$ cat config.mk
export PLATFORM = sky130hd
export DESIGN_NAME = fp_mul_pipe
export DESIGN_NICKNAME = d
export VERILOG_FILES = /design/src/rtl/fp_mul_pipe.sv
export SDC_FILE = /design/constraint.sdc
export NUM_CORES = 2
export LEC_CHECK = 0
export BUFFER_PORTS_ARGS = -buffer_cell sky130_fd_sc_hd__buf_2
export CORE_UTILIZATION = 66
export CTS_BUF_LIST = sky130_fd_sc_hd__clkbuf_4
export DETAILED_ROUTE_END_ITERATION = 12
export PLACE_DENSITY = 0.85
export SLEW_MARGIN = 10
export SYNTH_ARGS = -nofsm -noshare
export SYNTH_HDL_FRONTEND = slang
export SYNTH_SLANG_ARGS = --single-unit
$ cat constraint.sdc
create_clock -name clock -period 7.8 [get_ports clock]
set_input_delay 0 -clock clock [delete_from_list [all_inputs] [get_ports clock]]
set_output_delay 0 -clock clock [all_outputs]
set_load 0.1 [all_outputs]
$ cat src/rtl/fp_mul_pipe.sv
`default_nettype none
// ============================================================================
//  Module   : fp_mul_pipe
//  Purpose  : Three-stage pipelined floating-point multiplier with AXI-Stream
//             style operand/result handshakes. Subnormal inputs are treated
//             as zero (DAZ), tiny results are flushed to zero (FTZ), and
//             rounding is round-to-nearest-even.
//
//  Ports    : clock                 single rising-edge clock
//             rst                   synchronous active-high reset
//             s_axis_a_*            operand A stream (tvalid/tready/tdata)
//             s_axis_b_*            operand B stream (tvalid/tready/tdata)
//             m_axis_result_*       product stream (tvalid/tready/tdata)
//             m_axis_result_tuser   {invalid, overflow, underflow, inexact}
//
//  Revision : 1.0  initial release
// ============================================================================
module fp_mul_pipe #(
  parameter int EXP_W = 8,
  parameter int MAN_W = 23
) (
  input  logic                 clock,
  input  logic                 rst,
  input  logic                 s_axis_a_tvalid,
  output logic                 s_axis_a_tready,
  input  logic [EXP_W+MAN_W:0] s_axis_a_tdata,
  input  logic                 s_axis_b_tvalid,
  output logic                 s_axis_b_tready,
  input  logic [EXP_W+MAN_W:0] s_axis_b_tdata,
  output logic                 m_axis_result_tvalid,
  input  logic                 m_axis_result_tready,
  output logic [EXP_W+MAN_W:0] m_axis_result_tdata,
  output logic [3:0]           m_axis_result_tuser
);

  localparam int C_DW = 1 + EXP_W + MAN_W;
  localparam int C_PW = 2 * MAN_W + 2;   // full mantissa product width
  localparam int C_EW = EXP_W + 2;       // exponent working width (signed)
  localparam logic [C_EW-1:0] C_BIAS     = C_EW'((1 << (EXP_W - 1)) - 1);
  localparam logic [C_EW-2:0] C_EXP_ONES = {1'b0, {EXP_W{1'b1}}};

  // --------------------------------------------------------------------------
  // Handshake: the whole pipe moves together whenever the output slot is free
  // or being drained. A and B readies each depend on the other's valid so that
  // both operands always transfer on the same edge.
  // --------------------------------------------------------------------------
  logic w_adv;
  logic w_accept;

  assign w_adv           = !m_axis_result_tvalid || m_axis_result_tready;
  assign w_accept        = w_adv && s_axis_a_tvalid && s_axis_b_tvalid;
  assign s_axis_a_tready = !rst && w_adv && s_axis_b_tvalid;
  assign s_axis_b_tready = !rst && w_adv && s_axis_a_tvalid;

  // --------------------------------------------------------------------------
  // Stage 1 combinational: unpack, classify, exponent sum, mantissa product
  // --------------------------------------------------------------------------
  logic             w_sign_a, w_sign_b;
  logic [EXP_W-1:0] w_exp_a, w_exp_b;
  logic [MAN_W-1:0] w_frac_a, w_frac_b;
  logic             w_zero_a, w_zero_b, w_inf_a, w_inf_b;
  logic             w_nan_a, w_nan_b, w_snan_a, w_snan_b;
  logic             w_inf_zero;
  logic             w_nan, w_invalid, w_inf, w_zero;
  logic [C_EW-1:0]  w_exp_sum;
  logic [C_PW-1:0]  w_prod;

  assign w_sign_a = s_axis_a_tdata[C_DW-1];
  assign w_sign_b = s_axis_b_tdata[C_DW-1];
  assign w_exp_a  = s_axis_a_tdata[C_DW-2:MAN_W];
  assign w_exp_b  = s_axis_b_tdata[C_DW-2:MAN_W];
  assign w_frac_a = s_axis_a_tdata[MAN_W-1:0];
  assign w_frac_b = s_axis_b_tdata[MAN_W-1:0];

  // A zero exponent field covers both true zero and subnormals (DAZ).
  assign w_zero_a = (w_exp_a == '0);
  assign w_zero_b = (w_exp_b == '0);
  assign w_inf_a  = (&w_exp_a) && (w_frac_a == '0);
  assign w_inf_b  = (&w_exp_b) && (w_frac_b == '0);
  assign w_nan_a  = (&w_exp_a) && (w_frac_a != '0);
  assign w_nan_b  = (&w_exp_b) && (w_frac_b != '0);
  assign w_snan_a = w_nan_a && !w_frac_a[MAN_W-1];
  assign w_snan_b = w_nan_b && !w_frac_b[MAN_W-1];

  assign w_inf_zero = (w_inf_a && w_zero_b) || (w_inf_b && w_zero_a);
  assign w_nan      = w_nan_a || w_nan_b || w_inf_zero;
  assign w_invalid  = w_snan_a || w_snan_b || w_inf_zero;
  assign w_inf      = (w_inf_a || w_inf_b) && !w_nan;
  assign w_zero     = (w_zero_a || w_zero_b) && !w_nan && !w_inf;

  // Two guard bits on the exponent keep overflow and underflow distinguishable
  // as a positive-large or negative two's complement value.
  assign w_exp_sum = {2'b00, w_exp_a} + {2'b00, w_exp_b} - C_BIAS;
  assign w_prod    = C_PW'({1'b1, w_frac_a}) * C_PW'({1'b1, w_frac_b});

  logic             r1_sign, r1_nan, r1_invalid, r1_inf, r1_zero;
  logic [C_EW-1:0]  r1_exp;
  logic [C_PW-1:0]  r1_prod;

  // --------------------------------------------------------------------------
  // Stage 2 combinational: normalise (product lies in [1,4)) and round RNE
  // --------------------------------------------------------------------------
  logic             w_top;
  logic [MAN_W-1:0] w_frac_sel;
  logic             w_guard, w_sticky, w_round_up;
  logic             w_fcarry;
  logic [MAN_W-1:0] w_frac_rnd;
  logic [C_EW-1:0]  w_exp_rnd;

  assign w_top      = r1_prod[C_PW-1];
  assign w_frac_sel = w_top ? r1_prod[C_PW-2 -: MAN_W] : r1_prod[C_PW-3 -: MAN_W];
  assign w_guard    = w_top ? r1_prod[MAN_W] : r1_prod[MAN_W-1];
  assign w_sticky   = w_top ? (|r1_prod[MAN_W-1:0]) : (|r1_prod[MAN_W-2:0]);
  assign w_round_up = w_guard && (w_sticky || w_frac_sel[0]);

  // A carry out of the fraction leaves it wrapped to zero, which is exactly
  // the renormalised fraction; only the exponent needs the extra increment.
  assign {w_fcarry, w_frac_rnd} = {1'b0, w_frac_sel} + (MAN_W + 1)'(w_round_up);
  assign w_exp_rnd = r1_exp + C_EW'(w_top) + C_EW'(w_fcarry);

  logic             r2_sign, r2_nan, r2_invalid, r2_inf, r2_zero, r2_inexact;
  logic [C_EW-1:0]  r2_exp;
  logic [MAN_W-1:0] r2_frac;

  // --------------------------------------------------------------------------
  // Stage 3 combinational: special-case select and pack
  // --------------------------------------------------------------------------
  logic             w_ovf, w_unf;
  logic [C_DW-1:0]  w_out_data;
  logic [3:0]       w_out_user;

  assign w_ovf = !r2_exp[C_EW-1] && (r2_exp[C_EW-2:0] >= C_EXP_ONES);
  assign w_unf = r2_exp[C_EW-1] || (r2_exp == '0);

  always_comb begin
    w_out_data = {r2_sign, r2_exp[EXP_W-1:0], r2_frac};
    w_out_user = {3'b000, r2_inexact};
    if (r2_nan) begin
      w_out_data = {1'b0, {EXP_W{1'b1}}, 1'b1, {(MAN_W - 1){1'b0}}};
      w_out_user = {r2_invalid, 3'b000};
    end else if (r2_inf) begin
      w_out_data = {r2_sign, {EXP_W{1'b1}}, {MAN_W{1'b0}}};
      w_out_user = 4'b0000;
    end else if (r2_zero) begin
      w_out_data = {r2_sign, {(EXP_W + MAN_W){1'b0}}};
      w_out_user = 4'b0000;
    end else if (w_ovf) begin
      w_out_data = {r2_sign, {EXP_W{1'b1}}, {MAN_W{1'b0}}};
      w_out_user = 4'b0101;
    end else if (w_unf) begin
      w_out_data = {r2_sign, {(EXP_W + MAN_W){1'b0}}};
      w_out_user = 4'b0011;
    end
  end

  // --------------------------------------------------------------------------
  // Valid chain and output register (reset)
  // --------------------------------------------------------------------------
  logic            r_v1, r_v2, r_v3;
  logic [C_DW-1:0] r_out_data;
  logic [3:0]      r_out_user;

  always_ff @(posedge clock) begin
    if (rst) begin
      r_v1       <= 1'b0;
      r_v2       <= 1'b0;
      r_v3       <= 1'b0;
      r_out_data <= '0;
      r_out_user <= '0;
    end else if (w_adv) begin
      r_v1 <= w_accept;
      r_v2 <= r_v1;
      r_v3 <= r_v2;
      if (r_v2) begin
        r_out_data <= w_out_data;
        r_out_user <= w_out_user;
      end
    end
  end

  // Stage datapath registers: qualified only by the valid chain, so no reset.
  always_ff @(posedge clock) begin
    if (w_adv) begin
      r1_sign    <= w_sign_a ^ w_sign_b;
      r1_nan     <= w_nan;
      r1_invalid <= w_invalid;
      r1_inf     <= w_inf;
      r1_zero    <= w_zero;
      r1_exp     <= w_exp_sum;
      r1_prod    <= w_prod;

      r2_sign    <= r1_sign;
      r2_nan     <= r1_nan;
      r2_invalid <= r1_invalid;
      r2_inf     <= r1_inf;
      r2_zero    <= r1_zero;
      r2_inexact <= w_guard || w_sticky;
      r2_exp     <= w_exp_rnd;
      r2_frac    <= w_frac_rnd;
    end
  end

  assign m_axis_result_tvalid = r_v3;
  assign m_axis_result_tdata  = r_out_data;
  assign m_axis_result_tuser  = r_out_user;

endmodule
`default_nettype wire
==> flow_metrics.py <==
metrics = {
    "hold_path": {
        "hold_class": "input pin to register",
        "min_path_cells": 3,
        "worstHoldStart": "s_axis_b_tdata[25]",
        "hold_path_end": "r1_exp[2]",
    },
    "layout": {
        "nFillCells": 2831,
        "layout_common_cells": "inv_1 (609), fa_1 (484), nand2_1 (316)",
        "final_common_cell": "inv_1",
        "area_growth_pct": 5.11,
        "drive_gt1_frac": 0.0637,
        "nNetsFinal": 3479,
    },
    "clock_network": {
        "clock_latency_ps": 530,
        "cts_tree": "done",
        "cts_sinks": 141,
        "htreeDepth": 4,
        "cts.repair.resized": 0,
        "cts_root_buf": "clkbuf_4",
        "cts_made_buffers": 17,
        "cts_buffer_depth": 2,
        "clk_transition_reported_paths_ps": 130,
    },
    "placement": {
        "dp_hpwl_um": 50600,
        "port_buffers": 107,
        "place_congestion": 1.01,
    },
    "timing": {
        "hold_viol": 0,
        "finalSetupViolations": 0,
        "tightest_slew_ps": 1070,
        "final_max_slew_viol_count": 0,
        "max_freq_mhz": 150,
        "rsz0062_at_grt": "no",
        "clock_skew_ps": 15.7,
        "setup_tns_ps": 0,
        "period_share": 0.853,
        "slew_headroom": 0.287,
        "period_needed_ps": 6650,
    },
    "critical_path": {
        "cp_slowest_cell": "a2111oi_0",
        "cp_top_family": "adder cells",
        "r2r-end": "r2_exp[9]",
        "setup.worst_path.start_class": "input pin",
        "critPathBufInv": 9,
        "timing.rr.start": "r1_prod[47]",
        "worst-r2r-setup-slack_ps": 3900,
        "crit_type": "input pin to register",
        "crit_top_cell": "fa_1",
        "end_kind": "register",
        "reg2reg_depth": 11,
        "cp_max_fo": 18,
        "crit_path_max_incr_delay_ps": 720,
        "crit_arrival_ps": 6990,
        "critPathRequiredTime_ps": 8140,
    },
    "global_route": {
        "grt_use_total": 0.353,
        "grt_pass1_wl_um": 105000,
        "antenna_found_initial": 3,
        "overflow": 0,
        "grt_pass1_vias": 20300,
        "grt_max_degree": 91,
    },
    "floorplan": {
        "die_w_um": 198,
        "core_area_mm2": 0.0377,
        "die_h_um": 198,
        "rows": 71,
        "floorplan.initialDensity": 0.670,
        "io_pins": 108,
        "dieArea_mm2": 0.0390,
    },
    "yosys": {
        "yosys_warnings": 0,
        "syn_area_mm2": 0.0253,
        "seq_area_frac_synth": 0.152,
        "synth-edff-count": 102,
        "ys_types": 72,
        "synth_cells": 2708,
        "synth_ff_type": "edfxtp_1",
        "synth_seq_cells": 141,
        "syn_nets": 3451,
        "syn_avg_cell_area_um2": 9.32,
        "ys_async_sr_fraction": 0,
    },
    "flow_run": {
        "maxCapViolCount": 0,
    },
    "drt": {
        "via_per_inst": 5.78,
        "drc": 0,
        "drt-wirelength-per-cell_um": 20.1,
        "drt-pass1-iter-count": 7,
        "drtIter0Drc": 1365,
        "wirelength_um": 65600,
        "antenna_left": 0,
        "vias": 18900,
    },
    "status": {
        "status": "completed",
    },
}
-- what timing repair did --
item                                   4_1_cts  5_1_grt
endpoints found under the hold margin       45        0
setup buffers                                0        0
hold buffers                                16        0
-- per-layer routing --
layer | track usage | wire length (um) | up-vias
met1 | 0.451 | 24500 | 9276
met4 | 0.158 | 3160 | 2
met2 | 0.584 | 31100 | 1053
met3 | 0.0710 | 6890 | 197
met5 | 0 | 13 | -
li1 | - | - | 8334
-- kinds of logic (layout without fill, tap and decap cells) --
group,Yosys count,in the layout,share of synthesized area
muxes,11,11,0.00495
AOI/OAI and AO/OA,233,233,0.0618
xor gates and xnor gates,90,90,0.0312
buffers and inverters,741,782,0.110
other,0,1,0
and+or+nand+nor,818,818,0.161
DFF,141,141,0.152
adders and majority gates,674,674,0.478
-- worst register-to-register path, delay by kind of cell, from the launching register on --
kind / cells / cell delay [ps]
simple gates: 7 / 1780
buf+inv: 1 / 440
xor+xnor: 1 / 150
fa+ha+maj: 1 / 440
flops: 1 / 360
compound gates: 1 / 510
-- cells in the mapped netlist, drive strengths merged, types with 7 or more instances --
| cell type | n | area [um^2] |
|---|---|---|
| a211oi | 7 | 52.6 |
| a21o | 25 | 190 |
| a21oi | 83 | 423 |
| a22oi | 26 | 195 |
| a31oi | 9 | 56.3 |
| and2 | 254 | 1590 |
| and3 | 12 | 75.1 |
| clkbuf | 124 | 465 |
| dfxtp | 39 | 781 |
| edfxtp | 102 | 3060 |
| fa | 484 | 9690 |
| ha | 190 | 2380 |
| inv | 610 | 2290 |
| mux2i | 8 | 80.1 |
| nand2 | 317 | 1200 |
| nand3 | 39 | 208 |
| nand4 | 22 | 138 |
| nor2 | 96 | 368 |
| nor2b | 11 | 68.8 |
| nor3 | 23 | 115 |
| nor3b | 7 | 63.8 |
| nor4 | 25 | 156 |
| o21ai | 29 | 145 |
| o21bai | 8 | 60.1 |
| xnor2 | 54 | 473 |
| xor2 | 36 | 315 |
-- registers in the layout, indices dropped and copies added (netlist names), 4 cells and up --
name	cells
m_axis_result_tuser	4
r2_frac	23
r1_exp	10
m_axis_result_tdata	32
r2_exp	10
r1_prod	48
-- how the worst max path moves through the flow --
stage	from	endpoint	depth (start not counted)
after detailed placement	s_axis_b_tdata[8]	r1_prod[44]	25
after global placement	s_axis_b_tdata[0]	r1_prod[43]	23
after CTS	s_axis_b_tdata[8]	r1_prod[44]	25
after global routing	s_axis_b_tdata[8]	r1_prod[44]	24
final	s_axis_b_tdata[8]	r1_prod[47]	25
after floorplan	s_axis_b_tdata[12]	r1_prod[46]	23
-- per-stage QoR --
| stage | cells | instance area, um^2 | hold slack [ps] | utilization | setup WS [ps] |
|---|---|---|---|---|---|
| after global placement | 3212 | 26000 | 268 | 0.692 | 780 |
| final | 3261 | 26500 | 72.1 | 0.705 | 1150 |
| after floorplan | 2708 | 25300 | 152 | - | 1530 |
| after global routing | 3261 | 26500 | 24.5 | 0.705 | 899 |
| after CTS | 3260 | 26500 | 2.34 | 0.704 | 1320 |
| after detailed placement | 3212 | 26000 | 278 | 0.692 | 724 |
-- final cells by class --
cell class              instances  area [um^2]  share of cell area
diodes                          1         2.50           0.0000943
clock buffers                  17          128             0.00481
clock inverters                15          199             0.00750
inverters                     614         2310              0.0869
multi-input cells            1826        18600               0.702
flip-flops and latches        141         3840               0.145
well taps                     511          639              0.0241
repair buffers                136          793              0.0299
Power is not shown: default switching activity piles up to over one toggle a cycle in this logic, so the estimate is an artifact.
